## config.mk

```make
export PLATFORM = sky130hd
export DESIGN_NAME = fp32_subtractor_seq_flat
export DESIGN_NICKNAME = d
export VERILOG_FILES = /design/src/rtl/fp32_subtractor_seq_if.sv /design/src/rtl/fp32_subtractor_seq.sv /design/src/flat_wrapper.sv
export SDC_FILE = /design/constraint.sdc
export NUM_CORES = 1
export LEC_CHECK = 0
export BUFFER_PORTS_ARGS = -buffer_cell sky130_fd_sc_hd__clkbuf_2
export CAP_MARGIN = 20
export CORE_MARGIN = 8
export CORE_UTILIZATION = 25
export CTS_BUF_LIST = sky130_fd_sc_hd__clkbuf_16
export DETAILED_ROUTE_END_ITERATION = 6
export MAX_ROUTING_LAYER = met4
export PLACE_DENSITY = 0.36
export SLEW_MARGIN = 20
export SYNTH_ARGS = -nofsm -noshare
export SYNTH_HDL_FRONTEND = slang
export SYNTH_SLANG_ARGS = --single-unit
```

## constraint.sdc

```tcl
create_clock -name clk -period 6.9 [get_ports clk]
set_clock_uncertainty 0.05 [all_clocks]
set_input_delay 1.38 -clock clk [delete_from_list [all_inputs] [get_ports clk]]
set_output_delay 1.38 -clock clk [all_outputs]
set_load 0.01 [all_outputs]
```

## src/rtl/fp32_subtractor_seq_if.sv

```systemverilog
// fp32_subtractor_seq_if: operand/result valid-ready bundle; flags present only with FP32_SUB_FLAGS_EN
interface fp32_subtractor_seq_if;
   logic        in_valid;
   logic        in_ready;
   logic [31:0] op_a;
   logic [31:0] op_b;
   logic        out_valid;
   logic        out_ready;
   logic [31:0] result;
`ifdef FP32_SUB_FLAGS_EN
   logic [3:0]  flags;
   modport master(output in_valid, op_a, op_b, out_ready, input in_ready, out_valid, result, flags);
   modport slave(input in_valid, op_a, op_b, out_ready, output in_ready, out_valid, result, flags);
`else
   modport master(output in_valid, op_a, op_b, out_ready, input in_ready, out_valid, result);
   modport slave(input in_valid, op_a, op_b, out_ready, output in_ready, out_valid, result);
`endif
endinterface

```

## src/rtl/fp32_subtractor_seq.sv

```systemverilog
// fp32_subtractor_seq: multi-cycle FP32 op_a - op_b, RNE, one shift per cycle.
// Optional FP32_SUB_FLAGS_EN adds flags {invalid, overflow, underflow, inexact}.
module fp32_subtractor_seq #(
   parameter int MAX_ALIGN = 27
) (
   input  logic clk,
   input  logic rst,
   fp32_subtractor_seq_if.slave bus
);
   typedef enum logic [2:0] {IDLE, CLASSIFY, ALIGN, ADDSUB, NORM, ROUND, DONE} state_t;
   state_t      state_q, state_d;
   logic [31:0] a_q, a_d, b_q, b_d, result_q, result_d;
   logic        sign_q, sign_d, eff_sub_q, eff_sub_d, sticky_q, sticky_d;
   logic [9:0]  exp_q, exp_d;
   logic [7:0]  diff_q, diff_d;
   logic [23:0] large_q, large_d;
   logic [25:0] small_q, small_d;
   logic [27:0] mant_q, mant_d;
   logic        a_nan, b_nan, a_inf, b_inf, a_zero, b_zero, invalid, swap;
   logic [7:0]  ea, eb, diff_c;
   logic [23:0] sa, sb, sm_sig;
   logic [27:0] sum;
   logic        rnd_up, ovf;
   logic [24:0] rnd;
   logic [9:0]  rexp;
   // b already carries the inverted sign, so everything below is an effective addition
   assign a_nan   = &a_q[30:23] && |a_q[22:0];
   assign b_nan   = &b_q[30:23] && |b_q[22:0];
   assign a_inf   = &a_q[30:23] && !(|a_q[22:0]);
   assign b_inf   = &b_q[30:23] && !(|b_q[22:0]);
   assign a_zero  = !(|a_q[30:0]);
   assign b_zero  = !(|b_q[30:0]);
   assign invalid = a_nan || b_nan || (a_inf && b_inf && a_q[31] != b_q[31]);
   assign ea      = |a_q[30:23] ? a_q[30:23] : 8'd1;
   assign eb      = |b_q[30:23] ? b_q[30:23] : 8'd1;
   assign sa      = {|a_q[30:23], a_q[22:0]};
   assign sb      = {|b_q[30:23], b_q[22:0]};
   assign swap    = {eb, sb} > {ea, sa};
   assign diff_c  = swap ? eb - ea : ea - eb;
   assign sm_sig  = swap ? sa : sb;
   assign sum     = eff_sub_q ? {1'b0, large_q, 3'b000} - {1'b0, small_q, sticky_q}
                              : {1'b0, large_q, 3'b000} + {1'b0, small_q, sticky_q};
   // mant_q[26:3] is the significand, [2:0] are guard, round, sticky
   assign rnd_up  = mant_q[2] && (mant_q[1] || mant_q[0] || mant_q[3]);
   assign rnd     = {1'b0, mant_q[26:3]} + {24'd0, rnd_up};
   assign rexp    = rnd[24] ? exp_q + 10'd1 : (rnd[23] ? exp_q : 10'd0);
   assign ovf     = rexp >= 10'd255;
   always_comb begin
      state_d   = state_q;
      a_d       = a_q;
      b_d       = b_q;
      result_d  = result_q;
      sign_d    = sign_q;
      eff_sub_d = eff_sub_q;
      sticky_d  = sticky_q;
      exp_d     = exp_q;
      diff_d    = diff_q;
      large_d   = large_q;
      small_d   = small_q;
      mant_d    = mant_q;
      case (state_q)
         IDLE: begin
            if (bus.in_valid) begin
               a_d     = bus.op_a;
               b_d     = {~bus.op_b[31], bus.op_b[30:0]};
               state_d = CLASSIFY;
            end
         end
         CLASSIFY: begin
            state_d   = DONE;
            sign_d    = swap ? b_q[31] : a_q[31];
            eff_sub_d = a_q[31] != b_q[31];
            exp_d     = {2'b00, swap ? eb : ea};
            large_d   = swap ? sb : sa;
            diff_d    = diff_c;
            small_d   = {sm_sig, 2'b00};
            sticky_d  = 1'b0;
            if (invalid) result_d = 32'h7FC0_0000;
            else if (a_inf) result_d = a_q;
            else if (b_inf) result_d = b_q;
            else if (a_zero && b_zero) result_d = {a_q[31] & b_q[31], 31'd0};
            else if (a_zero) result_d = b_q;
            else if (b_zero) result_d = a_q;
            else if (32'(diff_c) >= MAX_ALIGN) begin
               small_d  = 26'd0;
               sticky_d = |sm_sig;
               state_d  = ADDSUB;
            end else state_d = diff_c == 8'd0 ? ADDSUB : ALIGN;
         end
         ALIGN: begin
            small_d  = small_q >> 1;
            sticky_d = sticky_q | small_q[0];
            diff_d   = diff_q - 8'd1;
            state_d  = diff_q == 8'd1 ? ADDSUB : ALIGN;
         end
         ADDSUB: begin
            mant_d   = sum;
            result_d = 32'd0;
            state_d  = sum == 28'd0 ? DONE : NORM;
         end
         NORM: begin
            if (mant_q[27]) begin
               mant_d  = {1'b0, mant_q[27:2], mant_q[1] | mant_q[0]};
               exp_d   = exp_q + 10'd1;
               state_d = ROUND;
            end else if (!mant_q[26] && exp_q > 10'd1) begin
               mant_d = mant_q << 1;
               exp_d  = exp_q - 10'd1;
            end else state_d = ROUND;
         end
         ROUND: begin
            result_d = ovf ? {sign_q, 8'hFF, 23'd0}
                           : {sign_q, rexp[7:0], rnd[24] ? rnd[23:1] : rnd[22:0]};
            state_d  = DONE;
         end
         DONE: state_d = bus.out_ready ? IDLE : DONE;
         default: state_d = IDLE;
      endcase
   end
   always_ff @(posedge clk) begin
      if (rst) begin
         state_q  <= IDLE;
         result_q <= 32'd0;
      end else begin
         state_q  <= state_d;
         result_q <= result_d;
      end
      a_q       <= a_d;
      b_q       <= b_d;
      sign_q    <= sign_d;
      eff_sub_q <= eff_sub_d;
      sticky_q  <= sticky_d;
      exp_q     <= exp_d;
      diff_q    <= diff_d;
      large_q   <= large_d;
      small_q   <= small_d;
      mant_q    <= mant_d;
   end
   assign bus.in_ready  = state_q == IDLE;
   assign bus.out_valid = state_q == DONE;
   assign bus.result    = result_q;
`ifdef FP32_SUB_FLAGS_EN
   logic [3:0] flags_q, flags_d;
   logic       inx;
   assign inx = |mant_q[2:0] || ovf;
   always_comb begin
      flags_d = state_q == IDLE     ? 4'd0 :
                state_q == CLASSIFY ? {invalid, 3'b000} :
                state_q == ROUND    ? {1'b0, ovf, !ovf && rexp == 10'd0 && inx, inx} : flags_q;
   end
   always_ff @(posedge clk) begin
      if (rst) flags_q <= 4'd0;
      else flags_q <= flags_d;
   end
   assign bus.flags = flags_q;
`endif
endmodule

```

## src/flat_wrapper.sv

```systemverilog
// flat-port wrapper written by rule: the top's interface ports become plain ports
module fp32_subtractor_seq_flat 
#(
   parameter int MAX_ALIGN = 27
)
  (clk, rst, bus_in_valid, bus_op_a, bus_op_b, bus_out_ready, bus_in_ready, bus_out_valid, bus_result);
  fp32_subtractor_seq_if bus_i ();
  input  logic clk;
  input  logic rst;
  input wire logic [$bits(bus_i.in_valid)-1:0] bus_in_valid;
  input wire logic [$bits(bus_i.op_a)-1:0] bus_op_a;
  input wire logic [$bits(bus_i.op_b)-1:0] bus_op_b;
  input wire logic [$bits(bus_i.out_ready)-1:0] bus_out_ready;
  output wire logic [$bits(bus_i.in_ready)-1:0] bus_in_ready;
  output wire logic [$bits(bus_i.out_valid)-1:0] bus_out_valid;
  output wire logic [$bits(bus_i.result)-1:0] bus_result;
  assign bus_i.in_valid = bus_in_valid;
  assign bus_i.op_a = bus_op_a;
  assign bus_i.op_b = bus_op_b;
  assign bus_i.out_ready = bus_out_ready;
  assign bus_in_ready = bus_i.in_ready;
  assign bus_out_valid = bus_i.out_valid;
  assign bus_result = bus_i.result;
  fp32_subtractor_seq #(.MAX_ALIGN(MAX_ALIGN)) u_core (.clk(clk), .rst(rst), .bus(bus_i));
endmodule
```

==> metrics.txt, run 1 <==
actual slew at the worst max-slew pin 1.03 ns; DP HPWL 43.3 mm; top cells by count, synth a21oi_1, edfxtp_1, nor2_1; Comb power frac 56.5%; initial core utilization 25.2%; area leader, netlist edfxtp_1; row count 89; # port buffers 101; PostCTS Resize Cnt 0; Switch Pwr 0.00405 W; sequential fraction of the synthesis area 37.7%; Max-cap violations 0; initial antenna violation count 1; Starting DRT DRC Count 1100; DP Area 16000 um^2; CTS tree done; setup violators final 0; Die Ht 260 um; Clk pwr share 13.2%; Routed wire per std cell 22.7 um; R2R Setup Slk 1.92 ns; Worst-Skew Late Latency 0.48 ns; ranking of synthesized cells by area edfxtp_1, ha_1, a21oi_1; Max-Slew Margin vs Limit 31.3%; global-route wire length before repair 83.9 mm; Post-Syn Nets 1821; Register Area 5600 um^2; part of the cycle the worst path needs 72.2%; worst-path cell chain or4_1, nor2_1, nor2_1, ha_1, nand4_1, nor4_2, nand2_1, o21a_1, nor2_4, mux2i_1, xnor2_1, a41oi_4, buf_4, o31ai_1; total clock sinks 198; WL final 56.1 mm; Switching Fraction 49.7%; nets 1853; IO Count 102; Root Buffer clkbuf_16; GRT overflow 0; Core ar. 58800 um^2; Cell Count, Final, Fillers Out 2471; via/cell ratio 5.16; Post-synth EDFFs 163; Int Pwr 0.00410 W; vias 12750; Hold Path Stages 2; Max IR drop VDD 0.000203 V; critical path type reg2reg; Critical Path Slowest Stage Cell nor2_4; Pleak 6.31 nW; layout cells sized above 1 13.1%; placed cells 2439; mean post-synth cell area 8.97 um^2; sequential fraction of design power 30.3%; Hold Buf Count CTS 0; htree depth 4; Arr. time, crit path 5.13 ns; Multi-input gate area 8440 um^2; Max Slew Vio Count 0; synth-to-layout area growth 12.1%; fill cell count 6364; Layout Utilization 28.3%; hold crit path type reg2reg; CTS max path bufs 2; final hold vios 0; Finished Cell Area 16600 um^2; Mapped Cells 1653; CP Capture Type register; power per cell area 490 nW/um^2; Ys Warns 0; Startpoint Class register; unrepaired setup endpoints after global routing false; largest net degree at the start of global routing 70; Setup WS post-layout 1.92 ns; placer's final routability congestion estimate 0.833; FFs w/ async S/R, synth 0%; Syn Std Cell Area 14800 um^2; number of global-route vias before repair 12615; dominant synthesized flop cell edfxtp_1; CP required 7.05 ns; Post-CTS Setup Inserts 0; most common cell in the netlist a21oi_1; R2R depth 14; status complete, no violations; #FFs+latches synth 198; DRT antenna net count 0; DRC 0; Setup TNS Final 0 ns; die footprint 67400 um^2; chip width 260 um; Num CTS Buffers 17; CTS clk-pin slew, worst paths 0.08 ns; Worst Path Max Fanout 25; CP peak stage delay 0.58 ns; post-synthesis cell type count 84; # diodes 0; fin crit period 4.98 ns; Fmax 201 MHz; crit-path most repeated cell nor2_1; area fraction of the dominant cell type after synthesis 33.0%; Pre-Repair DR Iteration Count 5; pre-CTS WS 1.87 ns; Tot GR Track Use 16.8%
## critical path: cells and delay by family, from the launching register on
| kind | cells | cell delay (ns) |
|---|---|---|
| and+or+nand+nor | 7 | 2.26 |
| DFF | 1 | 0.52 |
| adders and majority gates | 1 | 0.38 |
| xor gates and xnor gates | 1 | 0.17 |
| muxes | 1 | 0.29 |
| AOI/OAI and AO/OA | 3 | 0.57 |
| buffers and inverters | 1 | 0.42 |
## kinds of logic (layout without fill, tap and decap cells)
logic type | after synthesis | count (layout) | synth area share (%)
buffers and inverters | 209 | 254 | 5.61
muxes | 66 | 66 | 4.73
AOI/OAI and AO/OA | 481 | 481 | 21.5
DFF | 198 | 198 | 37.7
adders and majority gates | 100 | 100 | 8.59
and+or+nand+nor | 545 | 545 | 18.6
xor gates and xnor gates | 54 | 54 | 3.24
## per-layer routing
layer  vias to the layer above  part of all wire (%)  GRT usage (%)
met4                         0                   1.4           3.59
met2                       240                    44           25.1
met3                        33                   3.3           1.50
met1                      6270                    51           24.5
met5                         -                     0              -
li1                       6207                     -              -
## layout by cell type (no fill, tap or decap), types with 24 or more instances in the layout
| cell type | instances |
|---|---|
| clkbuf_2 | 101 |
| o21ai_0 | 64 |
| a211oi_1 | 37 |
| and3_1 | 41 |
| mux2i_1 | 42 |
| xnor2_1 | 29 |
| edfxtp_1 | 163 |
| ha_1 | 97 |
| xor2_1 | 24 |
| nand2_1 | 117 |
| dfxtp_1 | 35 |
| nor3_1 | 51 |
| inv_1 | 103 |
| nor4_1 | 34 |
| nor2_1 | 135 |
| a21oi_1 | 183 |
| nand3_1 | 33 |
## power groups by stage
stage,logic [W],clock network [W],registers (W)
3_5_place_dp,0.00462,0,0.00249
5_1_grt,0.00512,0.00115,0.00252
3_3_place_gp,0.00463,0,0.00250
4_1_cts,0.00465,0.00111,0.00246
2_1_floorplan,0.00334,0,0.00220
6_report,0.00460,0.00108,0.00247
## registers in the layout, indices dropped and copies added (netlist names)
name and count:
u_core.a_q 32, u_core.b_q 32, u_core.bus.result 32, u_core.diff_q 8, u_core.eff_sub_q 1, u_core.exp_q 10, u_core.large_q 24, u_core.mant_q 28
u_core.sign_q 1, u_core.small_q 26, u_core.state_q 3, u_core.sticky_q 1
## stage by stage
stage / power, W / hold WS [ns]
2_1_floorplan: 0.00554 / 0.461
3_3_place_gp: 0.00712 / 0.429
3_5_place_dp: 0.00711 / 0.428
4_1_cts: 0.00822 / 0.447
5_1_grt: 0.00879 / 0.464
6_report: 0.00815 / 0.445
## path summary, 6_finish.rpt
| check | from | to |
|---|---|---|
| setup / recovery | u_core.a_q[24] | u_core.small_q[6] |
| hold / removal | u_core.bus.result[31] | u_core.bus.result[31] |
| setup reg to reg | u_core.a_q[24] | u_core.small_q[6] |
| hold reg to reg | u_core.bus.result[31] | u_core.bus.result[31] |
## final cells by class
cell class              instances  share of cell area (%)
repair buffers                117                    3.76
inverters                     105                    2.37
multi-input cells            1246                    50.7
clock buffers                  17                    2.56
clock inverters                15                    1.11
well taps                     773                    5.82
flip-flops and latches        198                    33.6
No activity file was read; power rests on OpenSTA's default activity.
==> inputs of run 2 (changes only) <==
==> constraint.sdc (replaced) <==
create_clock -name clk -period 5.2 [get_ports clk]
set_clock_uncertainty 0.05 [all_clocks]
set_input_delay 1.04 -clock clk [delete_from_list [all_inputs] [get_ports clk]]
set_output_delay 1.04 -clock clk [all_outputs]
set_load 0.01 [all_outputs]
==> metrics.txt, run 2 (synthesis results as in run 1) <==
unrepaired setup endpoints after global routing false; final hold vios 0; sequential fraction of design power 30.0%; initial antenna violation count 0; most common cell after layout, fill and taps aside a21oi_1; die footprint 67400 um^2; DRT antenna net count 0; Int Pwr 0.00550 W; via/cell ratio 5.14; hold crit path type reg2reg; Num CTS Buffers 17; critical path type reg2reg; Max-cap violations 0; Fmax 212 MHz; Clk pwr share 13.0%; part of the cycle the worst path needs 90.9%; actual slew at the worst max-slew pin 1.00 ns; Hold Path Stages 2; DP Area 16100 um^2; vias 12734; IO Count 102; Max-Slew Margin vs Limit 32.4%; initial core utilization 25.2%; CTS clk-pin slew, worst paths 0.08 ns; R2R depth 15; global-route wire length before repair 83.2 mm; Cell Count, Final, Fillers Out 2476; CTS max path bufs 2; Switch Pwr 0.00538 W; Max Slew Vio Count 0; Worst Path Max Fanout 25; Routed wire per std cell 22.6 um; fin crit period 4.73 ns; status complete, no violations; placer's final routability congestion estimate 0.842; CP Capture Type register; row count 89; Pre-Repair DR Iteration Count 5; CP required 5.38 ns; Hold Buf Count CTS 0; power per cell area 653 nW/um^2; placed cells 2444; layout cells sized above 1 13.3%; Hold Worst Slack 0.442 ns; commonest non-fill, non-tap cells in the layout a21oi_1, edfxtp_1, nor2_1; PostCTS Resize Cnt 0; Tot GR Track Use 16.7%; total clock sinks 198; Max IR drop VDD 0.000263 V; Arr. time, crit path 4.91 ns; Switching Fraction 49.5%; DRC 0; Finished Cell Area 16700 um^2; largest net degree at the start of global routing 74; number of global-route vias before repair 12556; setup violators final 0; Root Buffer clkbuf_16; CTS tree done; DP HPWL 43.1 mm; Core ar. 58800 um^2; WL final 56.0 mm; Post-CTS Setup Inserts 0; Worst-Skew Late Latency 0.48 ns; GRT overflow 0; Die Ht 260 um; Setup TNS Final 0 ns; synth-to-layout area growth 12.4%; Pleak 6.33 nW; Startpoint Class register; Starting DRT DRC Count 949; # diodes 0; # port buffers 101; nets 1858; htree depth 4; chip width 260 um; Comb power frac 57.0%
## run 2: path summary, 6_finish.rpt
kind	slack (ns)	from	to
max	0.47	u_core.b_q[28]	u_core.sticky_q
min	0.44	u_core.bus.result[2]	u_core.bus.result[2]
max reg2reg	0.47	u_core.b_q[28]	u_core.sticky_q
min reg2reg	0.44	u_core.bus.result[2]	u_core.bus.result[2]
## run 2: power by group through the flow
stage	Combinational (W)	Sequential, W	Clock, W
2_1_floorplan	0.00443	0.00292	0
3_3_place_gp	0.00624	0.00330	0
3_5_place_dp	0.00620	0.00329	0
4_1_cts	0.00624	0.00326	0.00146
5_1_grt	0.00686	0.00334	0.00150
6_report	0.00620	0.00326	0.00142
## run 2: worst max-delay path: stages, from the launching register on
cell	delay, ns
edfxtp_1	0.45
or4_1	0.59
nor2_1	0.33
nor2_1	0.11
inv_1	0.11
ha_1	0.23
nand4_1	0.19
nor4_2	0.38
nand2_1	0.11
o21a_1	0.20
nor2_4	0.54
mux2i_4	0.36
xor2_2	0.24
a41oi_4	0.17
buf_12	0.20
a21o_1	0.19
## run 2: layer usage
metal	wire (um)	GRT usage, %	part of all wire [%]	vias to the layer above
met5	0	-	0	-
met4	769	3.82	1.4	0
met3	1620	1.42	2.9	38
met2	25000	25.6	45	248
met1	28600	23.9	51	6230
li1	-	-	-	6218
## run 2: cell type report
| cell class | instances | area [um^2] |
|---|---|---|
| Inverter | 105 | 394 |
| Fill cell | 6353 | 42100 |
| Tap cell | 773 | 967 |
| Multi-Input combinational cell | 1246 | 8440 |
| Sequential cell | 198 | 5600 |
| Timing Repair Buffer | 122 | 688 |
| Clock buffer | 18 | 450 |
| Clock inverter | 14 | 143 |
## run 2: per-stage QoR
stage | util (%) | setup slack [ns] | total power, W
after floorplan | - | 1.15 | 0.00735
after global placement | 27.4 | 0.590 | 0.00953
after detailed placement | 27.4 | 0.475 | 0.00949
after CTS | 28.4 | 0.457 | 0.0110
after global routing | 28.4 | 0.0903 | 0.0117
final | 28.4 | 0.472 | 0.0109
==> inputs of run 3 (changes only) <==
--- a/config.mk
+++ b/config.mk
@@ -6,13 +6,15 @@
 export NUM_CORES = 1
 export LEC_CHECK = 0
 export BUFFER_PORTS_ARGS = -buffer_cell sky130_fd_sc_hd__clkbuf_2
-export CAP_MARGIN = 20
+export CAP_MARGIN = 30
+export CELL_PAD_IN_SITES_DETAIL_PLACEMENT = 0
+export CELL_PAD_IN_SITES_GLOBAL_PLACEMENT = 1
 export CORE_MARGIN = 8
 export CORE_UTILIZATION = 25
 export CTS_BUF_LIST = sky130_fd_sc_hd__clkbuf_16
 export DETAILED_ROUTE_END_ITERATION = 6
 export MAX_ROUTING_LAYER = met4
-export PLACE_DENSITY = 0.36
+export PLACE_DENSITY = 0.44
 export SLEW_MARGIN = 20
 export SYNTH_ARGS = -nofsm -noshare
 export SYNTH_HDL_FRONTEND = slang
==> metrics.txt, run 3 (synthesis results as in run 1) <==
Startpoint Class register; Clk pwr share 13.0%; synth-to-layout area growth 13.0%; chip width 260 um; Max IR drop VDD 0.000255 V; Hold Buf Count CTS 0; fin crit period 4.84 ns; Arr. time, crit path 5.02 ns; Int Pwr 0.00549 W; sequential fraction of design power 29.9%; Pleak 6.37 nW; Switch Pwr 0.00549 W; Setup WS post-layout 0.360 ns; layout cells sized above 1 13.7%; htree depth 4; vias 12769; Post-CTS Setup Inserts 0; row count 89; CTS max path bufs 2; Tot GR Track Use 17.6%; IO Count 102; critical path type reg2reg; Root Buffer clkbuf_16; Pre-Repair DR Iteration Count 5; Die Ht 260 um; Max Slew Vio Count 0; Worst Path Max Fanout 25; # diodes 0; Comb power frac 57.0%; number of global-route vias before repair 12962; CP required 5.38 ns; GRT overflow 0; # port buffers 101; DRC 0; unrepaired setup endpoints after global routing false; Routed wire per std cell 23.5 um; global-route wire length before repair 86.7 mm; Max-cap violations 0; Core ar. 58800 um^2; Fmax 207 MHz; initial antenna violation count 0; actual slew at the worst max-slew pin 0.930 ns; commonest non-fill, non-tap cells in the layout a21oi_1, edfxtp_1, nor2_1; WL final 58.3 mm; PostCTS Resize Cnt 0; initial core utilization 25.2%; Max-Slew Margin vs Limit 37.2%; total clock sinks 198; placer's final routability congestion estimate 0.805; pre-CTS WS 0.381 ns; DP HPWL 45.4 mm; setup violators final 0; largest net degree at the start of global routing 74; final hold vios 0; via/cell ratio 5.14; CTS tree done; CP Capture Type register; nets 1865; part of the cycle the worst path needs 93.1%; most common cell after layout, fill and taps aside a21oi_1; Num CTS Buffers 17; hold crit path type reg2reg; Starting DRT DRC Count 902; Setup TNS Final 0 ns; Hold Worst Slack 0.444 ns; die footprint 67400 um^2; DRT antenna net count 0; CTS clk-pin slew, worst paths 0.08 ns; Worst-Skew Late Latency 0.50 ns; status complete, no violations; power per cell area 655 nW/um^2; Switching Fraction 50.0%
## run 3: cell count changes in the layout (fill, tap and decap cells not counted), sizes merged
cell / previous run / this run
buf: 21 / 27
clkbuf: 119 / 118
inv: 112 / 109
clkdlybuf4s15: 0 / 1
clkinvlp: 3 / 1
clkinv: 3 / 9
## run 3: per-stage QoR
stage          utilization, %  cells  total power, W  area (um^2)
6_report                 28.5   2483          0.0110        16800
5_1_grt                  28.5   2483          0.0118        16800
4_1_cts                  28.5   2482          0.0111        16700
3_5_place_dp             27.4   2450         0.00957        16100
3_3_place_gp             27.4   2448         0.00958        16100
2_1_floorplan               -   1653         0.00735        14800
## run 3: routing by layer
layer,vias to the layer above,global-route usage (%),part of all wire [%]
met5,-,-,0
met1,6268,25.1,52
met2,237,26.3,44
met4,0,3.65,1.3
met3,33,2.57,2.9
li1,6231,-,-
## run 3: final timing paths
kind                               from               endpoint  slack, ns  cells past startpoint
hold / removal    u_core.bus.result[12]  u_core.bus.result[12]       0.44                      2
hold reg to reg   u_core.bus.result[12]  u_core.bus.result[12]       0.44                      2
setup / recovery         u_core.b_q[27]      u_core.small_q[5]       0.36                     15
setup reg to reg         u_core.b_q[27]      u_core.small_q[5]       0.36                     15
## run 3: area by class of cell
class | instances | area, um^2
fill | 6364 | 42000
multi-input combinational | 1246 | 8440
sequential | 198 | 5600
tap | 773 | 967
timing repair buffer | 129 | 744
clock buffer | 17 | 425
inverter | 105 | 394
clock inverter | 15 | 194
## run 3: power groups by stage
stage | combinational, W | sequential [W] | clock (W)
6_report | 0.00626 | 0.00329 | 0.00143
5_1_grt | 0.00692 | 0.00336 | 0.00153
4_1_cts | 0.00630 | 0.00328 | 0.00148
3_5_place_dp | 0.00626 | 0.00331 | 0
3_3_place_gp | 0.00626 | 0.00332 | 0
2_1_floorplan | 0.00443 | 0.00292 | 0
## run 3: critical path, cell delays in order (launching register included)
cell,delay [ns]
edfxtp_1,0.47
or4_1,0.57
nor2_1,0.33
nor2_1,0.10
inv_1,0.11
ha_1,0.23
nand4_1,0.18
nor4_2,0.38
nand2_1,0.11
o21a_1,0.21
nor2_4,0.52
mux2i_1,0.30
xnor2_1,0.19
a41oi_4,0.25
buf_4,0.41
o31ai_1,0.13
